<file path="src/rtl/ppu_vram_port_if.sv">
// Video-bus side of the PPU data port: a req/ack access channel with wait-state support.
interface ppu_vram_port_if #(
  parameter int ADDR_W = 14,
  parameter int DATA_W = 8
);
  logic              mem_req;
  logic              mem_we;
  logic [ADDR_W-1:0] mem_addr;
  logic [DATA_W-1:0] mem_wdata;
  logic              mem_ack;
  logic [DATA_W-1:0] mem_rdata;

  modport master (
    output mem_req, mem_we, mem_addr, mem_wdata,
    input  mem_ack, mem_rdata
  );

  modport slave (
    input  mem_req, mem_we, mem_addr, mem_wdata,
    output mem_ack, mem_rdata
  );
endinterface

</file>
<file path="src/rtl/ppu_vram_port.sv">
// Buffered CPU-to-VRAM access engine: PPUADDR/PPUDATA latch, ordered command FIFO, req/ack engine.
// Optional feature: define PPU_VRAM_PORT_OVERFLOW_EN for a sticky dropped-command flag.
module ppu_vram_port #(
  parameter int ADDR_W     = 14,
  parameter int DATA_W     = 8,
  parameter int FIFO_DEPTH = 4,
  parameter int INC_SMALL  = 1,
  parameter int INC_LARGE  = 32
) (
  input  logic              i_clk,
  input  logic              i_reset,
  input  logic              i_wr_addr,
  input  logic              i_wr_data,
  input  logic              i_rd_data,
  input  logic              i_clr_latch,
  input  logic              i_inc_large,
  input  logic [DATA_W-1:0] i_data,
  output logic [DATA_W-1:0] o_rd_buffer,
  output logic [ADDR_W-1:0] o_addr,
  output logic              o_w,
  output logic              o_busy,
  output logic              o_full,
  output logic              o_overflow,
  ppu_vram_port_if.master   mem
);
  localparam int PW = $clog2(FIFO_DEPTH);

  typedef enum logic {IDLE, REQ} state_t;

  state_t            state, state_nxt;
  logic [ADDR_W-1:0] t, v, inc;
  logic              w;
  logic [PW:0]       wr_ptr, rd_ptr;
  logic              fifo_we   [FIFO_DEPTH];
  logic [ADDR_W-1:0] fifo_addr [FIFO_DEPTH];
  logic [DATA_W-1:0] fifo_data [FIFO_DEPTH];
  logic              empty, full, push, pop, data_stb;
  logic              do_rd, do_wrd, do_wra;
  logic              cur_we;
  logic [ADDR_W-1:0] cur_addr;
  logic [DATA_W-1:0] cur_wdata;
  logic              req;

  // Fixed strobe priority: clr_latch > rd_data > wr_data > wr_addr.
  assign do_rd    = !i_clr_latch && i_rd_data;
  assign do_wrd   = !i_clr_latch && !i_rd_data && i_wr_data;
  assign do_wra   = !i_clr_latch && !i_rd_data && !i_wr_data && i_wr_addr;
  assign data_stb = do_rd || do_wrd;

  assign empty = (wr_ptr == rd_ptr);
  assign full  = (wr_ptr[PW] != rd_ptr[PW]) && (wr_ptr[PW-1:0] == rd_ptr[PW-1:0]);
  // Fullness is judged on registered pointers, so a same-cycle pop never rescues a push.
  assign push  = data_stb && !full;
  assign inc   = i_inc_large ? ADDR_W'(INC_LARGE) : ADDR_W'(INC_SMALL);

  always_ff @(posedge i_clk) begin
    if (i_reset) begin
      t <= '0;
      v <= '0;
      w <= 1'b0;
    end else if (i_clr_latch) begin
      w <= 1'b0;
    end else if (push) begin
      v <= v + inc;
    end else if (do_wra) begin
      if (!w) begin
        t <= {i_data[ADDR_W-9:0], t[7:0]};
        w <= 1'b1;
      end else begin
        t <= {t[ADDR_W-1:8], i_data[7:0]};
        v <= {t[ADDR_W-1:8], i_data[7:0]};
        w <= 1'b0;
      end
    end
  end

  always_ff @(posedge i_clk) begin
    if (i_reset) begin
      wr_ptr <= '0;
      rd_ptr <= '0;
    end else begin
      if (push) wr_ptr <= wr_ptr + (PW+1)'(1);
      if (pop)  rd_ptr <= rd_ptr + (PW+1)'(1);
    end
  end

  always_ff @(posedge i_clk) begin
    if (push) begin
      fifo_we[wr_ptr[PW-1:0]]   <= do_wrd;
      fifo_addr[wr_ptr[PW-1:0]] <= v;
      fifo_data[wr_ptr[PW-1:0]] <= i_data;
    end
  end

  // Engine: pop into the request registers, hold them until ack.
  always_ff @(posedge i_clk) begin
    if (i_reset) state <= IDLE;
    else         state <= state_nxt;
  end

  always_comb begin
    state_nxt = state;
    pop       = 1'b0;
    case (state)
      IDLE: begin
        if (!empty) begin
          pop       = 1'b1;
          state_nxt = REQ;
        end
      end
      REQ: begin
        if (mem.mem_ack) begin
          if (!empty) pop = 1'b1;
          else        state_nxt = IDLE;
        end
      end
      default: state_nxt = IDLE;
    endcase
  end

  always_ff @(posedge i_clk) begin
    if (pop) begin
      cur_we    <= fifo_we[rd_ptr[PW-1:0]];
      cur_addr  <= fifo_addr[rd_ptr[PW-1:0]];
      cur_wdata <= fifo_data[rd_ptr[PW-1:0]];
    end
  end

  always_ff @(posedge i_clk) begin
    if (i_reset)                         o_rd_buffer <= '0;
    else if (req && mem.mem_ack && !cur_we) o_rd_buffer <= mem.mem_rdata;
  end

`ifdef PPU_VRAM_PORT_OVERFLOW_EN
  logic overflow;
  always_ff @(posedge i_clk) begin
    if (i_reset)               overflow <= 1'b0;
    else if (data_stb && full) overflow <= 1'b1;
  end
  assign o_overflow = overflow;
`else
  assign o_overflow = 1'b0;
`endif

  // Request-side data registers are unreset, so outputs are gated by req.
  assign req           = (state == REQ);
  assign mem.mem_req   = req;
  assign mem.mem_we    = req && cur_we;
  assign mem.mem_addr  = req ? cur_addr : '0;
  assign mem.mem_wdata = (req && cur_we) ? cur_wdata : '0;

  assign o_addr = v;
  assign o_w    = w;
  assign o_busy = !empty || req;
  assign o_full = full;
endmodule

</file>
<file path="src/flat_wrapper.sv">
// flat-port wrapper written by rule: the top's interface ports become plain ports
module ppu_vram_port_flat 
#(
  parameter int ADDR_W     = 14,
  parameter int DATA_W     = 8,
  parameter int FIFO_DEPTH = 4,
  parameter int INC_SMALL  = 1,
  parameter int INC_LARGE  = 32
)
  (i_clk, i_reset, i_wr_addr, i_wr_data, i_rd_data, i_clr_latch, i_inc_large, i_data, o_rd_buffer, o_addr, o_w, o_busy, o_full, o_overflow, mem_mem_req, mem_mem_we, mem_mem_addr, mem_mem_wdata, mem_mem_ack, mem_mem_rdata);
  ppu_vram_port_if #(.ADDR_W(ADDR_W), .DATA_W(DATA_W)) mem_i ();
  input  logic i_clk;
  input  logic i_reset;
  input  logic i_wr_addr;
  input  logic i_wr_data;
  input  logic i_rd_data;
  input  logic i_clr_latch;
  input  logic i_inc_large;
  input  logic [DATA_W-1:0] i_data;
  output logic [DATA_W-1:0] o_rd_buffer;
  output logic [ADDR_W-1:0] o_addr;
  output logic o_w;
  output logic o_busy;
  output logic o_full;
  output logic o_overflow;
  output wire logic [$bits(mem_i.mem_req)-1:0] mem_mem_req;
  output wire logic [$bits(mem_i.mem_we)-1:0] mem_mem_we;
  output wire logic [$bits(mem_i.mem_addr)-1:0] mem_mem_addr;
  output wire logic [$bits(mem_i.mem_wdata)-1:0] mem_mem_wdata;
  input wire logic [$bits(mem_i.mem_ack)-1:0] mem_mem_ack;
  input wire logic [$bits(mem_i.mem_rdata)-1:0] mem_mem_rdata;
  assign mem_mem_req = mem_i.mem_req;
  assign mem_mem_we = mem_i.mem_we;
  assign mem_mem_addr = mem_i.mem_addr;
  assign mem_mem_wdata = mem_i.mem_wdata;
  assign mem_i.mem_ack = mem_mem_ack;
  assign mem_i.mem_rdata = mem_mem_rdata;
  ppu_vram_port #(.ADDR_W(ADDR_W), .DATA_W(DATA_W), .FIFO_DEPTH(FIFO_DEPTH), .INC_SMALL(INC_SMALL), .INC_LARGE(INC_LARGE)) u_core (.i_clk(i_clk), .i_reset(i_reset), .i_wr_addr(i_wr_addr), .i_wr_data(i_wr_data), .i_rd_data(i_rd_data), .i_clr_latch(i_clr_latch), .i_inc_large(i_inc_large), .i_data(i_data), .o_rd_buffer(o_rd_buffer), .o_addr(o_addr), .o_w(o_w), .o_busy(o_busy), .o_full(o_full), .o_overflow(o_overflow), .mem(mem_i));
endmodule
</file>
<file path="config.mk">
export PLATFORM = sky130hd
export DESIGN_NAME = ppu_vram_port_flat
export DESIGN_NICKNAME = d
export VERILOG_FILES = /design/src/rtl/ppu_vram_port_if.sv /design/src/rtl/ppu_vram_port.sv /design/src/flat_wrapper.sv
export SDC_FILE = /design/constraint.sdc
export NUM_CORES = 1
export LEC_CHECK = 0
export CORE_MARGIN = 3
export CORE_UTILIZATION = 59
export DETAILED_ROUTE_END_ITERATION = 7
export PLACE_DENSITY_LB_ADDON = 0.1
export SYNTH_ARGS = -nofsm -noshare
export SYNTH_HDL_FRONTEND = slang
export SYNTH_SLANG_ARGS = --single-unit
</file>
<file path="constraint.sdc">
create_clock -name i_clk -period 8.4 [get_ports i_clk]
set_input_delay 1.68 -clock i_clk [delete_from_list [all_inputs] [get_ports i_clk]]
set_output_delay 1.68 -clock i_clk [all_outputs]
set_load 0.01 [all_outputs]
</file>
# Word level (Yosys, flattened, before mapping)
# Memories as Yosys holds them, arrays and structs flattened. A register that Yosys moved wholly into a read port is not among the register bits.
# Cells that the tools add are included.
[op_classes]
mux = 14
eq_ne = 3
reduce_logical = 24
n_addsub = 3
bitwise_logic = 4
[op_table]
columns = ["op", "n"]
rows = [
  ["2-to-1 mux 14 bit", 4],
  ["adder 14 bit", 1],
  ["logical AND 1 bit", 10],
  ["2-to-1 mux 8 bit", 1],
  ["adder 3 x 1 -> 3 bit, second input constant", 2],
  ["logical NOT 1 bit", 6],
  ["2-to-1 mux 1 bit", 6],
  ["2-to-1 mux 6 bit", 1],
  ["inverter 1 bit", 4],
  ["one-hot mux 1 bit (2 select lines)", 2],
  ["AND reduction 4 bit", 1],
  ["nonzero test 2 bit", 2],
  ["equality test 3 bit", 1],
  ["AND reduction 3 bit", 1],
  ["equality test 2 bit", 1],
  ["logical OR 1 bit", 2],
  ["AND reduction 2 bit", 1],
  ["OR reduction 2 bit", 1],
  ["!= test 1 bit", 1],
]
[totals]
out_inout_bits = 50
mem_bits_rw = 92
inputBits = 24
register_bits = 36
word_cells = 58
n_memories = 3
[memory_table]
columns = ["memory", "words", "word_bits", "read_ports", "rd_clocked_by_memory_dff", "write_ports", "line_no", "source"]
rows = [
  ["u_core.fifo_addr", 4, 14, 1, 1, 1, "ppu_vram_port.sv:35", "logic [ADDR_W-1:0] fifo_addr [FIFO_DEPTH];"],
  ["u_core.fifo_data", 4, 8, 1, 1, 1, "ppu_vram_port.sv:36", "logic [DATA_W-1:0] fifo_data [FIFO_DEPTH];"],
  ["u_core.fifo_we", 4, 1, 1, 1, 1, "ppu_vram_port.sv:34", "logic fifo_we [FIFO_DEPTH];"],
]

# Logic depth before layout (Yosys ltp)
# Gate-level depths: netlist of the first run.
[logic_depth]
depth_word = 7
depth_mapped = 8
ltp_nobuf = 7

# Least setup slack after synthesis of the first run
# OpenSTA, ideal clock, no wires.
[synth_path]
kind = "input -> register"
startpoint = "input mem_mem_ack"
endpoint = "register u_core.rd_ptr[2]"
path_buffers = 0
path_slack_ps = 4756
setup_time_ps = 128
t_arrival_ps = 3517
cell_stages = 5
required_time_ps = 8272
path_cell_list = "inv_1 -> a32oi_1 -> nand2_1 -> xor2_1 -> nor2_1"
[synth_via]
elab_chain_cells = 2
[synth_rtl]
columns = ["item", "line_no", "source"]
rows = [
  ["from (decl)", "flat_wrapper.sv:30", "input wire logic [$bits(mem_i.mem_ack)-1:0] mem_mem_ack;"],
  ["2-to-1 mux 1 bit", "ppu_vram_port.sv:112", "if (mem.mem_ack) begin"],
  ["one-hot mux 1 bit (2 select lines)", "ppu_vram_port.sv:104", "case (state)"],
  ["via u_core.pop", "ppu_vram_port.sv:37", "logic empty, full, push, pop, data_stb;"],
  ["to (signal assigned)", "ppu_vram_port.sv:83", "if (pop) rd_ptr <= rd_ptr + (PW+1)'(1);"],
  ["to (decl)", "ppu_vram_port.sv:33", "logic [PW:0] wr_ptr, rd_ptr;"],
]
# The timed path passes the listed nets, and every way through them passes these cells.
# A chain may end at the register's enable or synchronous reset.

# Worst setup path in the final report of the first run
[layout_path]
startpoint = "register u_core.rd_ptr[0]"
endpoint = "output o_busy"
[layout_via]
elab_chain_cells = 3
[layout_rtl]
columns = ["item", "line_no", "source"]
rows = [
  ["equality test 3 bit", "ppu_vram_port.sv:50", "assign empty = (wr_ptr == rd_ptr);"],
  ["logical NOT 1 bit", "n/a", ""],
  ["logical OR 1 bit", "ppu_vram_port.sv:154", "assign o_busy = !empty || req;"],
  ["to (decl)", "flat_wrapper.sv:23", "output logic o_busy;"],
]
# Every way passes these cells.

==> results of run 1 <==
[kinds of logic after synthesis]
| group | count (synthesis) | synth area share |
|---|---|---|
| xor gates and xnor gates | 10 | 0.0148 |
| DFF | 151 | 0.705 |
| buffers and inverters | 22 | 0.0177 |
| AOI/OAI and AO/OA | 36 | 0.0450 |
| and+or+nand+nor | 103 | 0.0876 |
| other | 1 | 0.000633 |
| muxes | 38 | 0.113 |
| adders and majority gates | 8 | 0.0169 |
[where the power goes]
group	internal, mW	switching [mW]
combinational	0.198	0.176
sequential	0.922	0.0786
clock	0.426	0.285
total	1.55	0.539
[registers in the layout, indices dropped and copies added, names as in the netlist]
| register | flops |
|---|---|
| u_core.o_w | 1 |
| u_core.o_addr | 14 |
| u_core.cur_wdata | 8 |
| u_core.cur_we | 1 |
| u_core.cur_addr | 14 |
| u_core.fifo_data | 32 |
| u_core.o_rd_buffer | 8 |
| u_core.mem.mem_req | 1 |
| u_core.fifo_we | 4 |
| u_core.fifo_addr | 56 |
| u_core.wr_ptr | 3 |
| u_core.rd_ptr | 3 |
| u_core.t | 6 |
[cell usage after synthesis, types with 2 or more instances]
cell type  number
a22oi_1         3
mux2i_1        15
or3_1           4
o21ai_0         2
o211ai_1        2
ha_1            8
dfxtp_1        36
a2bb2oi_1       5
a31oi_1         3
and3_1         11
mux4_2         23
xor2_1          3
edfxtp_1      115
o21ai_1         2
inv_1           4
nand2_1        19
buf_4           5
buf_2           3
a32oi_1         2
clkbuf_1        9
xnor2_1         7
a21oi_1         8
nand3_1         8
nor2_1         31
and2_1         20
nand4_1         2
[cell type report]
class | instances | area, um2 | share of cell area
clock inverter | 9 | 60.1 | 0.00819
timing repair buffer | 77 | 758 | 0.103
inverter | 4 | 15.0 | 0.00205
tap | 129 | 161 | 0.0220
multi-input combinational | 196 | 1650 | 0.225
sequential | 151 | 4180 | 0.569
clock buffer | 23 | 512 | 0.0698
[worst min-delay path, stage by stage (launching register included)]
cell and delay (ns):
dfxtp_1 0.33, mux2i_1 0.07, nor2_1 0.07
[final timing paths]
path,startpoint,to,slack [ns],cells after the start
max,u_core.rd_ptr[0]$_SDFFE_PP0P_,o_busy,3.97,4
min,u_core.o_rd_buffer[4]$_SDFFE_PP0P_,u_core.o_rd_buffer[4]$_SDFFE_PP0P_,0.50,2
max reg2reg,u_core.rd_ptr[0]$_SDFFE_PP0P_,u_core.fifo_addr[1][1]$_DFFE_PP_,5.19,4
min reg2reg,u_core.o_rd_buffer[4]$_SDFFE_PP0P_,u_core.o_rd_buffer[4]$_SDFFE_PP0P_,0.50,2
[metal layers]
layer | GRT usage | wire length (um)
met3 | 0.0540 | 1010
met4 | 0.0860 | 213
met1 | 0.323 | 5180
met2 | 0.396 | 6260
met5 | 0 | 0
[per-stage QoR]
stage               setup WS (ns)  power, mW  cell area (um2)  hold slack [ns]   util
detailed placement           4.22       1.39             6760            0.488  0.712
floorplan                    4.76       1.21             5920            0.446      -
CTS                          3.91       2.09             7330            0.505  0.772
global route                 3.77       2.17             7330            0.541  0.772
global placement             4.31       1.37             6760            0.476  0.712
finish                       3.97       2.09             7330            0.499  0.772
==> impl_results.md, run 1 <==
* Die area at 11,300 um2
* Number of antenna violations at the first check in global routing at 0
* CTS max path bufs at 2
* Max Fanout on Critical Path at 26
* Min cycle time layout at 4.43 ns
* GP Congestion at 0.916
* Most common cell after layout, fill and taps aside: edfxtp_1
* CTS tree: done
* # H-tree levels at 4
* RSZ-0062 raised after global routing: false
* Post-CTS Setup Inserts at 0
* Worst path cell trace: xnor2_1 -> nand2_1 -> or3_1 -> clkdlybuf4s50_1
* Core area at 9500 um2
* Clock Skews at 0.0113 ns
* Netlist cell types at 45
* Nets at 479
* Detailed Place HPWL at 8090 um
* YS warnings at 0
* Yosys reg bits at 151
* Cells after Synth at 369
* Die H at 106 um
* Cell Count Post-Placement at 557
* IO Port Bufs at 72
* Final setup vio count at 0
* Critical path endpoint category: output port
* Worst hold-check path type: flop to flop
* Syn Area/Cell at 16.1 um2
* Asr flop ratio synth at 0
* Setup TNS at 0 ns
* Crit share post-route at 0.528
* Final Max Slew Viols at 0
* Worst-Margin Slew at 1.23 ns
* Status: complete, no violations
* Fraction of layout cells with a size suffix above 1 at 0.146
* Post-CTS Hold Buffers at 0
* Antenna diodes at 0
* Slowest stage cell on the critical path: dfxtp_2
* DRT antenna net count at 0
* WP buf/inv at 1
* Vias at 3,513
* Syn-to-layout area delta at 23.8%
* Synthesized Nets at 401
* Number of DRC markers in iteration 0 at 241
* Clk pin slew, worst setup/hold paths at 0.06 ns
* Fill cells at 577
* Commonest cells after routing, fill and taps aside: 115 x edfxtp_1, 72 x clkdlybuf4s50_1, 35 x dfxtp_1
* WL final at 12,700 um
* Leading area contributor after synthesis: edfxtp_1
* Critical Path Max Stage Delay at 0.94 ns
* Largest net degree at the start of global routing at 29
* Cell area after synthesis at 5920 um2
* Hold Violations, Final at 0
* CP arrival at 2.75 ns
* CP Launch Type: flop
* Num CTS Buffers at 17
* Max-cap check violation count at 0
* Cell family with the largest share of critical-path delay: flip-flops
* Row count at 35
* Cts repair resizes at 0
* Routed vias/inst at 5.96
* Cell chosen for the clock root: clkbuf_8
* Drt pass-1 iters at 4
* Kind of critical path: flop to output port
* Pwr Density at 284 nW/um2
* Skew-Pair Late Insertion Delay at 0.51 ns
* Share of the synthesized area in the top cell type at 0.583
* Ranking of synthesized cells by area: edfxtp_1 58%, dfxtp_1 12%, mux4_2 8.7%
* Sequential-to-total area share from yosys stat at 0.705
* Wire length per cell at 21.5 um
* First-pass GRT wire length at 20,400 um
* Total GRT Usage at 0.242
* EDFF count, synth at 115
* Worst vdd ir at 0.000148 V
* Drt drc at 0
* IO Count at 74
* Relative slew slack at 0.177
* Vias in the first global route at 3,750
* Leak at 2.58 nW
* Fmax at 0.226 GHz
* Die W at 106 um
* Global route overflow at 0
* Non-filler cells in the finished layout at 589
* Clock Sinks at 151
* Initial core utilization at 0.623
* Post-synth top flop: edfxtp_1
* Req. time, crit path at 6.72 ns
(Power assumes the default switching activity.)
==> run 2, diff against run 1 <==
- CORE_UTILIZATION: 59 -> 50
- clock period: 8.4 -> 3.8 ns (I/O delays scaled with it)
==> impl_results.md, run 2 (same netlist as run 1, synthesis figures left out) <==
* Largest net degree at the start of global routing at 29
* Routed vias/inst at 5.53
* Row count at 39
* DRT antenna net count at 0
* Vias in the first global route at 3,481
* Max reg flops at 56
* Total GRT Usage at 0.194
* Hold Violations, Final at 0
* Worst hold-check path type: flop to flop
* CP Launch Type: flop
* Worst vdd ir at 0.000335 V
* Final Worst Setup Slack at 0.856 ns
* IO Port Bufs at 72
* Non-filler cells in the finished layout at 608
* CP arrival at 2.18 ns
* Setup TNS at 0 ns
* Cell Count Post-Placement at 576
* Status: complete, no violations
* Worst-Margin Slew at 0.954 ns
* Number of DRC markers in iteration 0 at 214
* R2R Path End: u_core.o_addr[10]$_SDFFE_PP0P_
* Worst hold start: u_core.t[10]$_SDFFE_PP0P_
* Req. time, crit path at 3.04 ns
* R2r startpoint: u_core.wr_ptr[0]$_SDFFE_PP0N_
* CTS tree: done
* Wire length per cell at 19.1 um
* GP Congestion at 0.773
* Post-CTS Setup Inserts at 0
* Skew-Pair Late Insertion Delay at 0.41 ns
* First-pass GRT wire length at 18,800 um
* Clock Skews at 0.00497 ns
* Syn-to-layout area delta at 24.7%
* GR Layer Usage met3 at 0.0589
* Leak at 2.59 nW
* Core area at 11,500 um2
* Routing usage on met2 at 0.313
* Max Fanout on Critical Path at 28
* Post-CTS Hold Buffers at 0
* Met1 Usage GRT at 0.245
* Number of antenna violations at the first check in global routing at 0
* Fill cells at 847
* Max-cap check violation count at 0
* # H-tree levels at 4
* CTS max path bufs at 2
* Vias at 3,361
* Worst Hold End: u_core.o_addr[10]$_SDFFE_PP0P_
* Worst R2R Setup Slack at 1.78 ns
* Die W at 115 um
* Nets at 484
* Top Usage Layer GRT: met2
* Worst hold stages at 2
* Fraction of layout cells with a size suffix above 1 at 0.142
* Pre-CTS setup slack at 0.948 ns
* Drt pass-1 iters at 5
* Critical path endpoint category: output port
* Die area at 13,200 um2
* Drt drc at 0
* Final setup vio count at 0
* Kind of critical path: flop to output port
* Global route overflow at 0
* Min cycle time layout at 2.94 ns
* Register area at 4180 um2
* Dpl cell area at 6840 um2
* Final Max Slew Viols at 0
* Clk pin slew, worst setup/hold paths at 0.06 ns
* Final core occ at 0.641
* Cts repair resizes at 0
* Antenna diodes at 0
* Final Cell Area at 7390 um2
* Most common cell after layout, fill and taps aside: edfxtp_1
* Num CTS Buffers at 17
* Cell chosen for the clock root: clkbuf_16
* Relative slew slack at 0.363
* Fmax at 0.340 GHz
* Crit share post-route at 0.775
* RSZ-0062 raised after global routing: false
* Detailed Place HPWL at 7380 um
* Initial core utilization at 0.514
* Pwr Density at 616 nW/um2
* WL final at 11,600 um
* IO Count at 74
* Commonest cells after routing, fill and taps aside: 115 x edfxtp_1, 72 x clkdlybuf4s50_1, 35 x dfxtp_1
* Clock Sinks at 151
* Die H at 115 um
* Area of the multi-input gates at 1650 um2
* R2R cell count at 6
## run 2: where the power goes
group / internal, mW / total (mW) / switching [mW]
Sequential: 2.04 / 2.15 / 0.110
Combinational: 0.448 / 0.871 / 0.422
Clock: 0.943 / 1.54 / 0.593
Total: 3.43 / 4.55 / 1.12
## run 2: how the worst max path moves through the flow
stage	startpoint	end	slack, ns	cells past startpoint
3_5_place_dp	i_clr_latch	u_core.o_addr[8]$_SDFFE_PP0P_	0.95	6
2_1_floorplan	mem_mem_ack	u_core.rd_ptr[2]$_SDFFE_PP0P_	1.08	5
6_report	u_core.mem.mem_req$_SDFF_PP0_	mem_mem_wdata[2]	0.86	2
3_3_place_gp	i_clr_latch	u_core.o_addr[8]$_SDFFE_PP0P_	0.97	6
4_1_cts	u_core.mem.mem_req$_SDFF_PP0_	mem_mem_wdata[2]	0.74	2
5_1_grt	u_core.mem.mem_req$_SDFF_PP0_	mem_mem_wdata[7]	0.69	2
## run 2: final cells by class
type	instances	share of cell area
multi-input combinational	196	0.224
sequential	151	0.565
inverter	4	0.00203
tap	143	0.0242
clock buffer	18	0.0581
clock inverter	14	0.0156
timing repair buffer	82	0.111
## run 2: stage by stage
step	power [mW]	hold slack [ns]
after global placement	3.05	0.474
after floorplan	2.67	0.446
final	4.55	0.496
after CTS	4.61	0.490
after detailed placement	3.07	0.478
after global routing	4.77	0.517
## run 2: layer usage
layer,vias up,share of wire
met5,-,0
met4,0,0.020
met3,20,0.056
met2,92,0.50
met1,1675,0.42
li1,1574,-
## run 2: worst max-delay path: stages, from the launching register on
cell             delay [ns]
dfxtp_1                0.94
and3_1                 0.28
clkdlybuf4s50_1        0.54
